## src/rtl/sfp_seq.sv

```systemverilog
// sfp_seq: sequences psum words from a source into an external accumulator,
// one group at a time (clear, accumulate num_acc words, optional ReLU,
// capture), and hands each group result to a ready/valid consumer.
// Optional stall counter enabled by defining SFP_SEQ_PERF_EN.
module sfp_seq #(
    parameter int unsigned bw      = 8,
    parameter int unsigned psum_bw = 16
) (
    input  logic                      clk,
    input  logic                      reset,
    input  logic                      start,
    input  logic [3:0]                num_acc,
    input  logic [7:0]                num_grp,
    input  logic                      relu_en,
    input  logic                      src_valid,
    input  logic signed [bw-1:0]      src_data,
    output logic                      src_ready,
    output logic                      sfp_clr,
    output logic                      acc,
    output logic                      relu,
    output logic signed [bw-1:0]      sfp_in,
    input  logic signed [psum_bw-1:0] sfp_out,
    output logic                      res_valid,
    output logic signed [psum_bw-1:0] res_data,
    input  logic                      res_ready,
    output logic                      busy,
    output logic                      done,
    output logic [15:0]               stall_cnt
);

    localparam int unsigned ACC_W   = 4;
    localparam int unsigned GRP_W   = 8;
    localparam int unsigned STALL_W = 16;

    typedef enum logic [2:0] {
        S_IDLE = 3'd0,
        S_CLR  = 3'd1,
        S_ACC  = 3'd2,
        S_RELU = 3'd3,
        S_CAP  = 3'd4,
        S_OUT  = 3'd5,
        S_FIN  = 3'd6
    } state_t;

    state_t                    r_state;
    state_t                    w_next;
    logic [ACC_W-1:0]          r_num_acc;
    logic [GRP_W-1:0]          r_num_grp;
    logic                      r_relu_en;
    logic [ACC_W-1:0]          r_wcnt;
    logic [GRP_W-1:0]          r_gcnt;
    logic signed [psum_bw-1:0] r_res_data;

    logic w_start_acc;
    logic w_src_hs;
    logic w_last_word;
    logic w_res_hs;
    logic w_last_grp;

    // Handshake and end-of-group / end-of-job decodes
    assign w_start_acc = (r_state == S_IDLE) && start;
    assign w_src_hs    = (r_state == S_ACC) && src_valid;
    assign w_last_word = w_src_hs && (ACC_W'(r_wcnt + ACC_W'(1)) == r_num_acc);
    assign w_res_hs    = (r_state == S_OUT) && res_ready;
    assign w_last_grp  = ((GRP_W+1)'({1'b0, r_gcnt}) + (GRP_W+1)'(1)) >= (GRP_W+1)'({1'b0, r_num_grp});

    // State register
    always_ff @(posedge clk or negedge reset) begin
        if (!reset) begin
            r_state <= S_IDLE;
        end else begin
            r_state <= w_next;
        end
    end

    // Next-state logic
    always_comb begin
        w_next = r_state;
        case (r_state)
            S_IDLE: begin
                if (start) begin
                    w_next = (num_grp != GRP_W'(0)) ? S_CLR : S_FIN;
                end
            end
            S_CLR:  w_next = S_ACC;
            S_ACC:  begin
                if (w_last_word) begin
                    w_next = S_RELU;
                end
            end
            S_RELU: w_next = S_CAP;
            S_CAP:  w_next = S_OUT;
            S_OUT:  begin
                if (w_res_hs) begin
                    w_next = w_last_grp ? S_FIN : S_CLR;
                end
            end
            S_FIN:  w_next = S_IDLE;
            default: w_next = S_IDLE;
        endcase
    end

    // Output decode; src_ready/acc/sfp_in follow the source combinationally in ACC
    always_comb begin
        src_ready = 1'b0;
        sfp_clr   = 1'b0;
        acc       = 1'b0;
        relu      = 1'b0;
        sfp_in    = '0;
        res_valid = 1'b0;
        busy      = (r_state != S_IDLE);
        done      = 1'b0;
        case (r_state)
            S_CLR:  sfp_clr = 1'b1;
            S_ACC:  begin
                src_ready = 1'b1;
                acc       = src_valid;
                sfp_in    = src_data;
            end
            S_RELU: relu      = r_relu_en;
            S_OUT:  res_valid = 1'b1;
            S_FIN:  done      = 1'b1;
            default: ;
        endcase
    end

    // Job configuration latched on an accepted start; num_acc of 0 means 1
    always_ff @(posedge clk or negedge reset) begin
        if (!reset) begin
            r_num_acc <= '0;
            r_num_grp <= '0;
            r_relu_en <= 1'b0;
        end else if (w_start_acc) begin
            r_num_acc <= (num_acc == ACC_W'(0)) ? ACC_W'(1) : num_acc;
            r_num_grp <= num_grp;
            r_relu_en <= relu_en;
        end
    end

    // Word counter: cleared per group, advances on each source handshake
    always_ff @(posedge clk or negedge reset) begin
        if (!reset) begin
            r_wcnt <= '0;
        end else if (r_state == S_CLR) begin
            r_wcnt <= '0;
        end else if (w_src_hs) begin
            r_wcnt <= ACC_W'(r_wcnt + ACC_W'(1));
        end
    end

    // Group counter: cleared per job, advances on each result handshake
    always_ff @(posedge clk or negedge reset) begin
        if (!reset) begin
            r_gcnt <= '0;
        end else if (w_start_acc) begin
            r_gcnt <= '0;
        end else if (w_res_hs) begin
            r_gcnt <= GRP_W'(r_gcnt + GRP_W'(1));
        end
    end

    // Capture the accumulator value once ReLU has been applied
    always_ff @(posedge clk or negedge reset) begin
        if (!reset) begin
            r_res_data <= '0;
        end else if (r_state == S_CAP) begin
            r_res_data <= sfp_out;
        end
    end

    assign res_data = r_res_data;

`ifdef SFP_SEQ_PERF_EN
    logic [STALL_W-1:0] r_stall_cnt;
    logic               w_stall;

    assign w_stall = ((r_state == S_ACC) && !src_valid) ||
                     ((r_state == S_OUT) && !res_ready);

    // Saturating stall counter, cleared when a job is accepted
    always_ff @(posedge clk or negedge reset) begin
        if (!reset) begin
            r_stall_cnt <= '0;
        end else if (w_start_acc) begin
            r_stall_cnt <= '0;
        end else if (w_stall && (r_stall_cnt != {STALL_W{1'b1}})) begin
            r_stall_cnt <= STALL_W'(r_stall_cnt + STALL_W'(1));
        end
    end

    assign stall_cnt = r_stall_cnt;
`else
    assign stall_cnt = '0;
`endif

endmodule
```

## config.mk

```make
export PLATFORM = sky130hd
export DESIGN_NAME = sfp_seq
export DESIGN_NICKNAME = d
export VERILOG_FILES = /design/src/rtl/sfp_seq.sv
export SDC_FILE = /design/constraint.sdc
export NUM_CORES = 1
export LEC_CHECK = 0
export ABC_AREA = 0
export CAP_MARGIN = 10
export CELL_PAD_IN_SITES_DETAIL_PLACEMENT = 0
export CELL_PAD_IN_SITES_GLOBAL_PLACEMENT = 1
export CORE_UTILIZATION = 36
export CTS_CLUSTER_SIZE = 20
export DETAILED_ROUTE_END_ITERATION = 10
export GPL_TIMING_DRIVEN = 0
export PLACE_DENSITY_LB_ADDON = 0.05
export SYNTH_ARGS = -nofsm -noshare
export SYNTH_HDL_FRONTEND = slang
export SYNTH_SLANG_ARGS = --single-unit
export TNS_END_PERCENT = 50
```

## constraint.sdc

```tcl
create_clock -name clk -period 3.8 [get_ports clk]
set_input_delay 0.57 -clock clk [delete_from_list [all_inputs] [get_ports clk]]
set_output_delay 0.57 -clock clk [all_outputs]
set_load 0.005 [all_outputs]
```

Yosys cells after proc, flatten, opt, wreduce, memory -nomap -nowiden
Index checks and enable logic that the tools add are counted.
- add/sub/neg operators: 3
- eq/ne operators: 10
- magnitude comparators: 1
- reduce and logical (&&, ||, !) cells: 11
- mux-type cells: 18
- operator list (operator ; count):
    $mux 8 ; 3
    $pmux 3 s6 ; 1
    $mux 3 ; 5
    $mux 4 ; 3
    $add 8x1->9 const B ; 1
    $eq 3x3->1 const B ; 3
    $ge 9x8->1 ; 1
    $add 8x1->8 const B ; 1
    $reduce_bool 8->1 ; 1
    $eq 3x2->1 const B ; 2
    $mux 1 ; 6
    $ne 2x2->1 const B ; 3
    $add 4x1->4 const B ; 1
    $eq 4x4->1 ; 1
    $logic_and 1x1->1 ; 4
    $logic_not 4->1 ; 1
    $reduce_bool 2->1 ; 2
    $eq 3x1->1 const B ; 1
    $logic_not 3->1 ; 1
    $reduce_and 3->1 ; 1
    $reduce_bool 3->1 ; 1
- output and inout bits: 47
- bits of input ports: 42
- flip-flop bits (word level): 44
- word-level logic and storage cells: 50

Longest topological paths before layout
- depth after elaboration: 5
- mapped depth: 10
- gate-level depth less buffers: 10

Worst setup path after synthesis
No wires, ideal clock.
- kind: reg-to-reg
- from: register r_gcnt[2]
- to: register r_state[2]
- required time: 3.674 ns
- clock period less this slack: 2.324 ns
- setup time: 0.126 ns
- arrival: 2.198 ns
- setup slack: 1.476 ns
- stages on the path, launching flop included: 11
- buffers on the path: 0
- cell sequence: dfrtp_1 > and3_1 > nand3_1 > xnor2_1 > ha_1 > or3_1 > o2111ai_1 > o31ai_1 > a21oi_2 > o22ai_1 > a221o_1
- word-level cells in the longest chain between the ends: 5
- ends and longest elaborated chain (element ; RTL line ; RTL):
    start, declared ; 51 ; logic [GRP_W-1:0] r_gcnt;
    start signal, assigned ; 158 ; r_gcnt <= GRP_W'(r_gcnt + GRP_W'(1));
    $add 8x1->9 ; 65 ; assign w_last_grp = ((GRP_W+1)'({1'b0, r_gcnt}) + (GRP_W+1)'(1)) >= (GRP_W+1)'({1'b0, r_num_grp});
    $ge 9x8->1 ; 65 ;
    $mux 3 ; 95 ; w_next = w_last_grp ? S_FIN : S_CLR;
    $mux 3 ; 94 ; if (w_res_hs) begin
    $pmux 3 s6 ; 79 ; case (r_state)
    end signal, assigned ; 72 ; r_state <= w_next;
    end, declared ; 45 ; state_t r_state;
Every way passes these cells. The select of a mux whose other input is x is not followed.
A chain may end at the register's enable or synchronous reset.

Worst setup path after layout
- from: register r_state[2]
- to: output port sfp_in[7]
- word-level cells in the longest chain between the ends: 2
- ends and longest elaborated chain (element ; RTL line ; RTL):
    $eq 3x2->1 ; 113 ; case (r_state)
    $mux 8 ; 113 ;
    end, declared ; 21 ; output logic signed [bw-1:0] sfp_in,
Every way passes these cells.

==> impl_metrics.ini <==
[clock_network]
htreeDepth = 2
postCtsSetupRepairBufs = 0
cts_resized = 0
clkSinkCount = 44
cts_buffers = 5
cts_tree = yes
cts-root-buf = clkbuf_8
cts_buffer_depth = 2
clkLatencyLatePin_ns = 0.29
clkTransAtPathRegs_ns = 0.08
ctsHoldBuffers = 0

[place]
detailed_place_hpwl_mm = 3.75
placedCellCount = 394
routabilityCongestion = 0.763
port_buffers = 72

[die]
std_cell_rows = 29
start_util_pct = 38.1
io_pins = 89
dieArea_sq_mm = 0.00717
die_w_um = 84.7
core_area_sq_mm = 0.00646
die_h_um = 84.7

[logic_synthesis]
synth_area_sq_mm = 0.00246
synth_cells = 229
synth_commonest_cells = 44 x dfrtp_1, 28 x mux2_2, 17 x buf_4
synth_edf_count = 0
synthFlopType = dfrtp_1
ys_seq_elements = 44
yosysSeqAreaShare_pct = 44.8
async_flop_share_pct = 100
yosysTopAreaCell = dfrtp_1
yosysTopAreaCellShare_pct = 44.8
ys_top_cells_by_area = dfrtp_1 45%, mux2_2 13%, buf_4 5.2%
yosysUniqueCellTypes = 42
ys_warn_count = 0
syn_area_per_cell_sq_um = 10.7
synth.most_common_cell = dfrtp_1

[timing]
rsz0062_at_grt = no
hold_viol = 0
fin_worst_skew_ns = 0.00286
setup_viol = 0
fmax_mhz = 376
drv_slew = 0
setup_tns_ns = 0
min_period_ns = 2.66
finalCritPeriodShare_pct = 70.0

[layout]
utilization_pct = 53.3
fin_cells = 402
n_fill_cell = 608
final_nets = 376
n_antenna_cell = 0
syn_to_final_growth_pct = 39.9
layout-drive-gt1-share_pct = 20.9

[detailed_routing]
drt_iter0_markers = 79
firstDrtPassIters = 8
ant_nets = 0
drc = 8
drt-total-wl_mm = 4.85
wl_per_cell_um = 12.1
num_vias = 1879
viasPerCell = 4.67

[outcome]
violations = DRC
status = complete, but fails checks

[power]
power_leakage_nw = 1.58
peakVddDrop_v = 0.000238
power_density_mw_per_mm2 = 623

[run]
maxCapViolations = 0

[worst_setup_path]
ff2ff_path_depth = 10
r2r_slack_ns = 1.16
worstPathRequired_ns = 3.23
crit_type = reg2out
start_kind = flip-flop
rr_endpoint = r_state[2]
timing.rr.start = r_gcnt[2]
arrival_ns = 2.09
critPathMaxFanout = 10
endpoint_kind = primary output

[global_routing]
first_global_vias = 1740
track_usage_pct = 14.3
grt_max_degree = 29
grt_pass1_wl_mm = 8.16
grt_antenna_before_repair = 0
overflow = 0

[worst_hold_path]
hold_path_class = in2async
==> stage by stage <==
step	power, mW	setup WS, ns	hold slack [ns]	cell area, sq um
3_5_place_dp	1.87	1.20	0.490	3350
2_1_floorplan	1.43	1.48	0.274	2520
3_3_place_gp	1.85	0.892	0.484	3330
6_report	2.15	1.14	0.189	3440
4_1_cts	2.18	1.11	0.193	3440
5_1_grt	2.33	0.951	0.204	3440
==> flip-flops by register name, indices dropped and copies added (netlist names) <==
| register | cells |
|---|---|
| r_num_acc | 4 |
| res_data | 16 |
| r_state | 3 |
| r_gcnt | 8 |
| r_wcnt | 4 |
| r_relu_en | 1 |
| r_num_grp | 8 |
==> worst max path at each step <==
stage,to,depth (start not counted),start
2_1_floorplan,r_state[2],10,r_gcnt[2]
3_3_place_gp,r_num_grp[2],1,reset
3_5_place_dp,r_state[2],10,r_gcnt[2]
4_1_cts,sfp_in[2],5,r_state[2]
5_1_grt,sfp_in[2],5,r_state[2]
6_report,sfp_in[7],5,r_state[2]
==> kinds of logic (layout without fill, tap and decap cells) <==
kind of cell             after synthesis  count (layout)  share of synthesized area, %
AO/OA/AOI/OAI                         30              30                          8.70
XOR/XNOR                              14              14                          4.98
adder cells (fa/ha/maj)               10              10                          5.09
buffers and inverters                 36             117                          8.34
flip-flops                            44              44                          44.8
multiplexers                          28              28                          12.8
other                                  1              16                         0.152
AND/OR/NAND/NOR                       66              66                          15.2
==> metal layers <==
metal  GRT usage (%)  share of wire, %  wire length (um)  vias to the layer above
li1                -                 -                 -                      945
met1            20.1                50              2410                      856
met2            20.8                41              1960                       72
met3            4.23               8.2               396                        6
met4            5.08               1.6                79                        0
met5               0                 0                 0                        -
==> layout by cell type, fill, tap and decap left out, drive strengths merged, types with 3 or more instances in the layout <==
master and count:
a21oi 5, and2 9, and3 3, buf 24
clkbuf 8, clkdlybuf4s50 71, conb 16, dfrtp 44
ha 10, inv 12, mux2 28, nand2 15
nand3 13, nor2 8, nor2b 6, o21ai 11
o31ai 3, xnor2 8, xor2 6
==> power breakdown <==
group          switching, mW  internal [mW]  leakage (nW)  total [mW]
clock network          0.154          0.145        0.0510       0.299
registers              0.100          0.660         0.548       0.760
logic                  0.433          0.653         0.986        1.09
==> critical path, cell delays in order, from the launching register on <==
cell             delay [ns]
dfrtp_1                0.38
buf_2                  0.19
nor3b_2                0.24
clkbuf_1               0.31
and2_1                 0.18
clkdlybuf4s50_1        0.50
==> layout make-up <==
type                    instances  area, sq um  share of cell area [%]
multi-input cells             164         1210                    35.2
flip-flops and latches         44         1100                    32.0
repair buffers                 73          736                    21.4
plain buffers                  24          160                    4.65
well taps                      77         96.3                    2.80
clock buffers                   6         82.6                    2.40
inverters                      12         45.0                    1.31
clock inverters                 2         10.0                   0.291
(Power assumes the default switching activity.)
